==> config.mk <==
export PLATFORM = sky130hd
export DESIGN_NAME = coeff_reader_fsm_flat
export DESIGN_NICKNAME = d
export VERILOG_FILES = /design/src/rtl/flex_pkg.sv /design/src/rtl/coeff_reader_fsm_if.sv /design/src/rtl/coeff_rd_pipe.sv /design/src/rtl/coeff_reader_fsm.sv /design/src/flat_wrapper.sv
export SDC_FILE = /design/constraint.sdc
export NUM_CORES = 1
export LEC_CHECK = 0
export BUFFER_PORTS_ARGS = -buffer_cell sky130_fd_sc_hd__buf_2
export CORE_ASPECT_RATIO = 0.8
export CORE_MARGIN = 2
export CORE_UTILIZATION = 52
export DETAILED_ROUTE_END_ITERATION = 12
export PLACE_DENSITY = 0.89
export SLEW_MARGIN = 15
export SYNTH_ARGS = -nofsm -noshare
export SYNTH_HDL_FRONTEND = slang
export SYNTH_SLANG_ARGS = --single-unit
==> constraint.sdc <==
create_clock -name iClk12M -period 4.35 [get_ports iClk12M]
set_clock_uncertainty 0.2 [all_clocks]
set_input_delay 0.87 -clock iClk12M [delete_from_list [all_inputs] [get_ports iClk12M]]
set_output_delay 0.87 -clock iClk12M [all_outputs]
set_load 0.01 [all_outputs]
==> src/rtl/flex_pkg.sv <==
// Shared definitions for the coefficient reader: state encoding,
// default parameter values and the SP-SRAM address width.
// Optional build macro used by the reader: COEFF_READ_STALL_EN.
package flex_pkg;

  localparam int NUM_TAPS_DEF = 16;
  localparam int DATA_W_DEF   = 16;
  localparam int ADDR_W       = 4;

  typedef enum logic [1:0] {
    ST_IDLE  = 2'd0,
    ST_READ  = 2'd1,
    ST_DRAIN = 2'd2
  } state_e;

endpackage : flex_pkg

==> src/rtl/coeff_reader_fsm_if.sv <==
// SP-SRAM read port shared between the coefficient reader (master)
// and the memory it reads from (slave).
interface coeff_reader_fsm_if
  import flex_pkg::*;
#(
  parameter int DATA_W = DATA_W_DEF
);

  logic              oCsn_Fsm;
  logic              oWrn_Fsm;
  logic [ADDR_W-1:0] oAddr_Fsm;
  logic [DATA_W-1:0] iRdData;

  modport master (
    output oCsn_Fsm,
    output oWrn_Fsm,
    output oAddr_Fsm,
    input  iRdData
  );

  modport slave (
    input  oCsn_Fsm,
    input  oWrn_Fsm,
    input  oAddr_Fsm,
    output iRdData
  );

endinterface : coeff_reader_fsm_if

==> src/rtl/coeff_rd_pipe.sv <==
// Two-stage valid/index delay line. Stage 1 remembers which address was
// selected; stage 2 lines up with the SRAM read data and registers the
// coefficient word, so a word appears two cycles after its address.
// flush drops everything in flight, including a pending done pulse.
module coeff_rd_pipe
  import flex_pkg::*;
#(
  parameter int NUM_TAPS = NUM_TAPS_DEF,
  parameter int DATA_W   = DATA_W_DEF
) (
  input  logic              clk,
  input  logic              rst_n,
  input  logic              rd_en,
  input  logic [ADDR_W-1:0] rd_addr,
  input  logic              flush,
  input  logic [DATA_W-1:0] rd_data,
  output logic [DATA_W-1:0] coeff,
  output logic [ADDR_W-1:0] coeff_idx,
  output logic              coeff_valid,
  output logic              done
);

  localparam logic [ADDR_W-1:0] LAST_IDX = ADDR_W'(NUM_TAPS - 1);

  logic              s1_valid;
  logic [ADDR_W-1:0] s1_idx;

  // Advance the valid/index pair and capture read data when stage 1 holds a read.
  always_ff @(posedge clk or negedge rst_n) begin
    if (!rst_n) begin
      s1_valid    <= 1'b0;
      s1_idx      <= '0;
      coeff       <= '0;
      coeff_idx   <= '0;
      coeff_valid <= 1'b0;
      done        <= 1'b0;
    end else if (flush) begin
      s1_valid    <= 1'b0;
      coeff_valid <= 1'b0;
      done        <= 1'b0;
    end else begin
      s1_valid    <= rd_en;
      s1_idx      <= rd_addr;
      coeff_valid <= s1_valid;
      coeff_idx   <= s1_idx;
      done        <= s1_valid && (s1_idx == LAST_IDX);
      if (s1_valid) begin
        coeff <= rd_data;
      end
    end
  end

endmodule : coeff_rd_pipe

==> src/rtl/coeff_reader_fsm.sv <==
// Coefficient reader: on iStart walks SP-SRAM addresses 0..NUM_TAPS-1
// and streams the words out with their index, two cycles after each
// address. Top may take the SRAM back at any time via iUpdateFlag, which
// aborts the sequence and flushes anything in flight.
// Build macro COEFF_READ_STALL_EN adds iStall, which pauses READ.
//
// state    | meaning
// ---------+-------------------------------------------------------
// ST_IDLE  | SRAM deselected, waiting for iStart with no update
// ST_READ  | one address per cycle (unless stalled), counter counts
// ST_DRAIN | SRAM deselected, two cycles for the last words to emerge
module coeff_reader_fsm
  import flex_pkg::*;
#(
  parameter int NUM_TAPS = NUM_TAPS_DEF,
  parameter int DATA_W   = DATA_W_DEF
) (
  input  logic                  iClk12M,
  input  logic                  iRsn,
  input  logic                  iUpdateFlag,
  input  logic                  iStart,
`ifdef COEFF_READ_STALL_EN
  input  logic                  iStall,
`endif
  coeff_reader_fsm_if.master    sram,
  output logic [DATA_W-1:0]     oCoeff,
  output logic [ADDR_W-1:0]     oCoeffIdx,
  output logic                  oCoeffValid,
  output logic                  oBusy,
  output logic                  oDone
);

  localparam logic [ADDR_W-1:0] LAST_IDX = ADDR_W'(NUM_TAPS - 1);

  state_e            state_q, state_nx;
  logic [ADDR_W-1:0] cnt_q, cnt_nx;
  logic              drain_q, drain_nx;
  logic              stall;
  logic              rd_en;
  logic              flush;

`ifdef COEFF_READ_STALL_EN
  assign stall = iStall;
`else
  assign stall = 1'b0;
`endif

  // State, address counter and drain-cycle flag.
  always_ff @(posedge iClk12M or negedge iRsn) begin
    if (!iRsn) begin
      state_q <= ST_IDLE;
      cnt_q   <= '0;
      drain_q <= 1'b0;
    end else begin
      state_q <= state_nx;
      cnt_q   <= cnt_nx;
      drain_q <= drain_nx;
    end
  end

  // Next state and SRAM control; an update request deselects the SRAM
  // in the same cycle so Top never collides with a read.
  always_comb begin
    state_nx       = state_q;
    cnt_nx         = cnt_q;
    drain_nx       = drain_q;
    rd_en          = 1'b0;
    flush          = 1'b0;
    sram.oAddr_Fsm = '0;
    oBusy          = 1'b0;

    unique case (state_q)
      ST_IDLE: begin
        cnt_nx   = '0;
        drain_nx = 1'b0;
        if (iStart && !iUpdateFlag) begin
          state_nx = ST_READ;
        end
      end

      ST_READ: begin
        oBusy          = 1'b1;
        sram.oAddr_Fsm = cnt_q;
        if (iUpdateFlag) begin
          flush    = 1'b1;
          state_nx = ST_IDLE;
          cnt_nx   = '0;
        end else if (!stall) begin
          rd_en = 1'b1;
          if (cnt_q == LAST_IDX) begin
            state_nx = ST_DRAIN;
            cnt_nx   = '0;
          end else begin
            cnt_nx = cnt_q + 1'b1;
          end
        end
      end

      ST_DRAIN: begin
        oBusy = 1'b1;
        if (iUpdateFlag) begin
          flush    = 1'b1;
          state_nx = ST_IDLE;
          drain_nx = 1'b0;
        end else if (drain_q) begin
          state_nx = ST_IDLE;
          drain_nx = 1'b0;
        end else begin
          drain_nx = 1'b1;
        end
      end

      default: begin
        state_nx = ST_IDLE;
        cnt_nx   = '0;
        drain_nx = 1'b0;
      end
    endcase
  end

  assign sram.oCsn_Fsm = ~rd_en;
  assign sram.oWrn_Fsm = 1'b1;

  coeff_rd_pipe #(
    .NUM_TAPS (NUM_TAPS),
    .DATA_W   (DATA_W)
  ) u_pipe (
    .clk         (iClk12M),
    .rst_n       (iRsn),
    .rd_en       (rd_en),
    .rd_addr     (cnt_q),
    .flush       (flush),
    .rd_data     (sram.iRdData),
    .coeff       (oCoeff),
    .coeff_idx   (oCoeffIdx),
    .coeff_valid (oCoeffValid),
    .done        (oDone)
  );

endmodule : coeff_reader_fsm

==> src/flat_wrapper.sv <==
// flat-port wrapper written by rule: the top's interface ports become plain ports
module coeff_reader_fsm_flat import flex_pkg::*;
#(
  parameter int NUM_TAPS = NUM_TAPS_DEF,
  parameter int DATA_W   = DATA_W_DEF
)
  (iClk12M, iRsn, iUpdateFlag, iStart, oCoeff, oCoeffIdx, oCoeffValid, oBusy, oDone, sram_oCsn_Fsm, sram_oWrn_Fsm, sram_oAddr_Fsm, sram_iRdData);
  coeff_reader_fsm_if #(.DATA_W(DATA_W)) sram_i ();
  input  logic iClk12M;
  input  logic iRsn;
  input  logic iUpdateFlag;
  input  logic iStart;
  output logic [DATA_W-1:0] oCoeff;
  output logic [ADDR_W-1:0] oCoeffIdx;
  output logic oCoeffValid;
  output logic oBusy;
  output logic oDone;
  output wire logic [$bits(sram_i.oCsn_Fsm)-1:0] sram_oCsn_Fsm;
  output wire logic [$bits(sram_i.oWrn_Fsm)-1:0] sram_oWrn_Fsm;
  output wire logic [$bits(sram_i.oAddr_Fsm)-1:0] sram_oAddr_Fsm;
  input wire logic [$bits(sram_i.iRdData)-1:0] sram_iRdData;
  assign sram_oCsn_Fsm = sram_i.oCsn_Fsm;
  assign sram_oWrn_Fsm = sram_i.oWrn_Fsm;
  assign sram_oAddr_Fsm = sram_i.oAddr_Fsm;
  assign sram_i.iRdData = sram_iRdData;
  coeff_reader_fsm #(.NUM_TAPS(NUM_TAPS), .DATA_W(DATA_W)) u_core (.iClk12M(iClk12M), .iRsn(iRsn), .iUpdateFlag(iUpdateFlag), .iStart(iStart), .sram(sram_i), .oCoeff(oCoeff), .oCoeffIdx(oCoeffIdx), .oCoeffValid(oCoeffValid), .oBusy(oBusy), .oDone(oDone));
endmodule
== After elaboration in Yosys (flattened, before gate mapping) ==
Index checks and enable logic that the tools add are counted.
Storage, ports and cells
  word-level logic and storage cells: 47
  memories: 0
  input port bits: 20
  register bits after elaboration: 34
  bits in read-only memories: 0
  RAM bits: 0
  bits in latches: 0
  output and inout bits: 29
Operators by class
  mux-type cells: 21
  equality and inequality tests: 7
  shift-type cells: 0
  bitwise operators: 2
  order comparisons: 0
  reductions and logical operators: 7
  $mul: 0
  divide/modulo/power cells: 0
  add/subtract/negate cells: 1
Operator list (number)
  2-to-1 mux 4 bit: 3
  2-to-1 mux 1 bit: 10
  2-to-1 mux 2 bit: 5
  == test 4 bit, second input constant: 2
  case mux 4 bit (2 select lines): 1
  inequality test 3 x 2 -> 1 bit, second input constant: 2
  case mux 2 bit (3 select lines): 1
  adder 4 x 1 -> 4 bit, second input constant: 1
  AND reduction 3 bit: 1
  == test 2 x 1 -> 1 bit, second input constant: 1
  == test 2 bit, second input constant: 1
  logical AND 1 bit: 2
  logical NOT 2 bit: 1
  inequality test 2 x 1 -> 1 bit, second input constant: 1
  inverter 1 bit: 2
  case mux 1 bit (2 select lines): 1
  AND reduction 2 bit: 1
  OR reduction 2 bit: 1
  logical NOT 1 bit: 1

== Logic depth before layout (Yosys ltp) ==
  word-level depth: 5
  mapped depth: 7
  gate-level depth less buffers: 6

== Hierarchy ==
A second synthesis with hierarchy kept.
Unflattened totals
  cell total of the unflattened synthesis: 107
  area, all modules: 1507.7 sq um
Modules (own cells, without submodules)
  coeff_rd_pipe: cells each 60, area an instance 1036.0 sq um, seq. area each 675.6 sq um, times used 1
  coeff_reader_fsm: cells each 47, area an instance 471.7 sq um, seq. area each 175.2 sq um, times used 1

== Least setup slack after synthesis ==
Ideal clock, no wire load.
  kind: input to output
  from: input port iUpdateFlag
  to: output port sram_oCsn_Fsm
  required time: 3.280 ns
  arrival: 1.083 ns
  stages: 2
  buffers on the path: 0
  setup slack: 2.197 ns
  path through: nor2b_4 inv_2
On the way
  longest elaborated chain between the ends: 3
RTL lines
  from (decl): line flat_wrapper.sv:11  | input logic iUpdateFlag;
  2-to-1 mux 1 bit: line coeff_reader_fsm.sv:84  | if (iUpdateFlag) begin
  2-to-1 mux 1 bit: line coeff_reader_fsm.sv:72  | unique case (state_q)
  inverter 1 bit: line coeff_reader_fsm.sv:121  | assign sram.oCsn_Fsm = ~rd_en;
  to (decl): line flat_wrapper.sv:18  | output wire logic [$bits(sram_i.oCsn_Fsm)-1:0] sram_oCsn_Fsm;
Every way passes these cells.

== Worst setup path in the final report ==
  from: register u_core.state_q[1]
  to: output port sram_oCsn_Fsm
On the way
  longest elaborated chain between the ends: 3
RTL lines
  from (decl): line coeff_reader_fsm.sv:35  | state_e state_q, state_nx;
  from (signal assigned): line coeff_reader_fsm.sv:55  | state_q <= state_nx;
  == test 2 x 1 -> 1 bit: line coeff_reader_fsm.sv:72
  2-to-1 mux 1 bit: line coeff_reader_fsm.sv:72
  inverter 1 bit: line coeff_reader_fsm.sv:121
Every way passes these cells.

==> impl_summary.txt <==
----------------------------------------------------
[Layout]
  Share of post-route cells with drive strength above 1 ... 0.588
  Design Area, Final ... approximately 0.0018 mm2
  ANT cells ... 0
  Post-layout net count ... about 180
  Area growth from synthesis to final layout ... 22.5%
  Fill cell count ... about 220
  Top library cells by usage in the layout, fill and taps aside ... 47 x sky130_fd_sc_hd__buf_2, 34 x sky130_fd_sc_hd__dfrtp_1, 26 x sky130_fd_sc_hd__mux2_2, 5 x sky130_fd_sc_hd__ha_1, 5 x sky130_fd_sc_hd__clkbuf_4
  Combined area of the multi-input logic cells ... 554 um2
  Most common cell after layout, fill and taps aside ... sky130_fd_sc_hd__buf_2
  Storage element area ... 851 um2

[Pwr]
  PwrDens ... between 600 and 700 mW/mm2
  Worst ir drop on vdd ... about 0.00036 V
  Leak pwr ... 0.907 nW

[Route]
  Via count ... about 940
  Final Routed Wirelength ... between 2000 and 3000 um
  DR vias/cell ... just under 5
  Drt initial violations ... 28
  Number of routed nets with antenna violations ... 0
  Wire per inst ... about 14 um
  Remaining design rule violation count ... 0
  Total iterations of the first detailed-routing run ... 4

[Place]
  Port-buffer cells ... 47
  Area of placed instances ... between 0.0015 and 0.002 mm2
  Detailed placement HPWL ... 1950 um
  Final Wtd Congestion ... 0.818
  Worst slack at placement ... 1.88 ns

[GRT]
  Wire length of the first global-routing pass ... between 4000 and 5000 um
  Via count of the first global-routing pass ... about 950
  Overall fraction of global-route tracks in use ... 0.190
  GRT overflow ... 0
  Pin count of the biggest net entering global routing ... 35
  Antenna violations before repair ... 0

[Timing]
  Worst slew margin ... 0.525
  Slew Viols, Final ... 0
  Setup Viol. Count Final ... 0
  Actual transition at the worst max-transition pin ... approximately 0.71 ns
  Final setup margin ... 1.69 ns
  Final period demand of the worst path ... about 2.7 ns
  Unrepaired setup endpoints after global routing ... false
  Peak clock frequency supported by timing ... 375 MHz
  Setup TNS after final layout ... 0 ns
  Hold Violations, Final ... 0
  Final clock period utilization by the worst path ... 0.612

[Floorplanning]
  Height of the die ... slightly above 50 um
  Site Rows ... 17
  Die extent in x ... about 63 um
  I/O pin cnt ... 49
  Full die area ... 0.00321 mm2
  Core Area ... 0.00270 mm2
  Initial core utilization ... 0.534

[Setup path]
  Critical path required time ... around 3.3 ns
  Highest fanout seen on the critical path ... 6
  Flop-to-flop setup slack ... 2.33 ns
  Series of cell instances along the critical path ... inv_1 -> ha_1 -> nor2b_4 -> inv_2 -> buf_2
  Worst setup path class ... reg2out
  Setup crit start kind ... register
  Logic depth of the worst register-to-register path ... 6
  Critical path data arrival time ... 1.59 ns
  Launch instance of the worst register-to-register path ... u_core.state_q[0]$_DFFE_PN0P_
  Critical Path End Type ... primary output
  Worst R2R End ... u_core.u_pipe.coeff[11]$_DFFE_PN0P_
  Delay of the slowest cell on the worst path ... 0.39 ns
  Worst path slowest cell ... sky130_fd_sc_hd__dfrtp_1

[CTS]
  Cell at the root of the clock tree ... sky130_fd_sc_hd__clkbuf_4
  Count of clock tree sinks ... 34
  Clock edge transition at the registers on the reported setup and hold paths ... ~0.090 ns
  TritonCTS Buffers ... 5
  CTS tree ... yes
  Post-CTS Repair Setup Buffers ... 0
  CTS hold repair buffers ... 0
  Number of H-tree levels ... 2
  Maximum buffer depth of the clock tree ... 2
  CTS resizes ... 0
  Skew-Pair Late Insertion Delay ... approximately 0.33 ns

[Synth]
  Number of storage elements in the synthesis netlist ... 34
  Post-Synthesis Cells ... 100
  Nets in the synthesized netlist ... around 130
  Average cell area after synthesis ... around 14 um2
  Yosys warning total ... 0
  Post-synth design cell area ... roughly 0.0014 mm2
  Sequential-to-total area share from yosys stat ... 0.590
  Synth unique cells ... 25

[Min path]
  Tightest Hold Check Type ... reg2reg
  Hold-critical path endpoint ... u_core.u_pipe.coeff[15]$_DFFE_PN0P_
  Worst hold path depth ... 1
  Origin of the worst min-delay path ... u_core.u_pipe.coeff[15]$_DFFE_PN0P_

[Run]
  Maximum Capacitance Violations ... 0

[Outcome]
  Result of the run ... finished clean

----------------------------------------------------
cell usage after synthesis, drive strengths merged:
master    n  area share
dfrtp    34        0.59
mux2     26        0.20
ha        5       0.043
inv       5       0.013
nand2     5       0.023
and2      4       0.021
o21ai     3       0.010
buf       2       0.013
nand2b    2      0.0087
nand3     2      0.0069
a221oi    1       0.010
a31oi     1      0.0043
conb      1      0.0026
mux2i     1      0.0069
nand4     1      0.0043
nor2      1      0.0026
nor2b     1      0.0095
nor3b     1      0.0052
o21bai    1      0.0052
o2bb2ai   1      0.0061
or2b      1      0.0052
or4       1      0.0052
cell type report:
type / instances / area share
clock buffer: 7 / 0.0312
clock inverter: 1 / 0.00283
inverter: 5 / 0.0106
multi-input combinational: 59 / 0.314
sequential: 34 / 0.482
tap: 38 / 0.0269
timing repair buffer: 47 / 0.133
state kept, by name, summed over array words and instances (netlist names):
| signal | count |
|---|---|
| u_core.cnt_q | 4 |
| u_core.drain_q | 1 |
| u_core.state_q | 2 |
| u_core.u_pipe.coeff | 16 |
| u_core.u_pipe.coeff_idx | 4 |
| u_core.u_pipe.coeff_valid | 1 |
| u_core.u_pipe.done | 1 |
| u_core.u_pipe.s1_idx | 4 |
| u_core.u_pipe.s1_valid | 1 |
power by group:
part	switching (mW)	total, mW	internal, mW
Sequential	0.0628	0.492	0.429
Clock	0.0990	0.177	0.0783
Combinational	0.216	0.446	0.229
Total	0.378	1.11	0.736
per-stage QoR:
| stage | power [mW] | utilization | hold slack (ns) | instances |
|---|---|---|---|---|
| 2_1_floorplan | 0.789 | - | 0.281 | 100 |
| 3_3_place_gp | 0.920 | 0.632 | 0.283 | 183 |
| 3_5_place_dp | 0.952 | 0.632 | 0.291 | 183 |
| 4_1_cts | 1.13 | 0.654 | 0.317 | 191 |
| 5_1_grt | 1.19 | 0.654 | 0.332 | 191 |
| 6_report | 1.11 | 0.654 | 0.314 | 191 |
how the worst max path moves through the flow:
stage                                  start             to  slack (ns)  cells after the start
2_1_floorplan                    iUpdateFlag  sram_oCsn_Fsm        2.20                      2
3_3_place_gp                     iUpdateFlag  sram_oCsn_Fsm        1.91                      4
3_5_place_dp                     iUpdateFlag  sram_oCsn_Fsm        1.88                      4
4_1_cts        u_core.state_q[1]$_DFFE_PN0P_  sram_oCsn_Fsm        1.69                      5
5_1_grt        u_core.state_q[1]$_DFFE_PN0P_  sram_oCsn_Fsm        1.58                      5
6_report       u_core.state_q[1]$_DFFE_PN0P_  sram_oCsn_Fsm        1.69                      5
cells by family (layout without fill, tap and decap cells):
group / Yosys count / after routing / share of synthesized area
AO/OA/AOI/OAI: 7 / 7 / 0.0364
adder cells (fa/ha/maj): 5 / 5 / 0.0434
buffers and inverters: 7 / 60 / 0.0260
flip-flops: 34 / 34 / 0.590
multiplexers: 27 / 27 / 0.210
other: 1 / 1 / 0.00260
AND/OR/NAND/NOR: 19 / 19 / 0.0919
layer usage:
metal | part of all wire | up-vias | GRT usage
met2 | 0.49 | 32 | 0.300
li1 | - | 447 | -
met3 | 0.056 | 7 | 0.0749
met4 | 0.023 | 0 | 0.107
met5 | 0 | - | 0
met1 | 0.43 | 453 | 0.225
critical path: cells and delay by family (launching register included):
family | cells | cell delay [ns]
simple gates | 1 | 0.25
buf+inv | 3 | 0.33
flops | 1 | 0.39
fa+ha+maj | 1 | 0.29
Note: power is estimated with default switching activity, not from simulation.
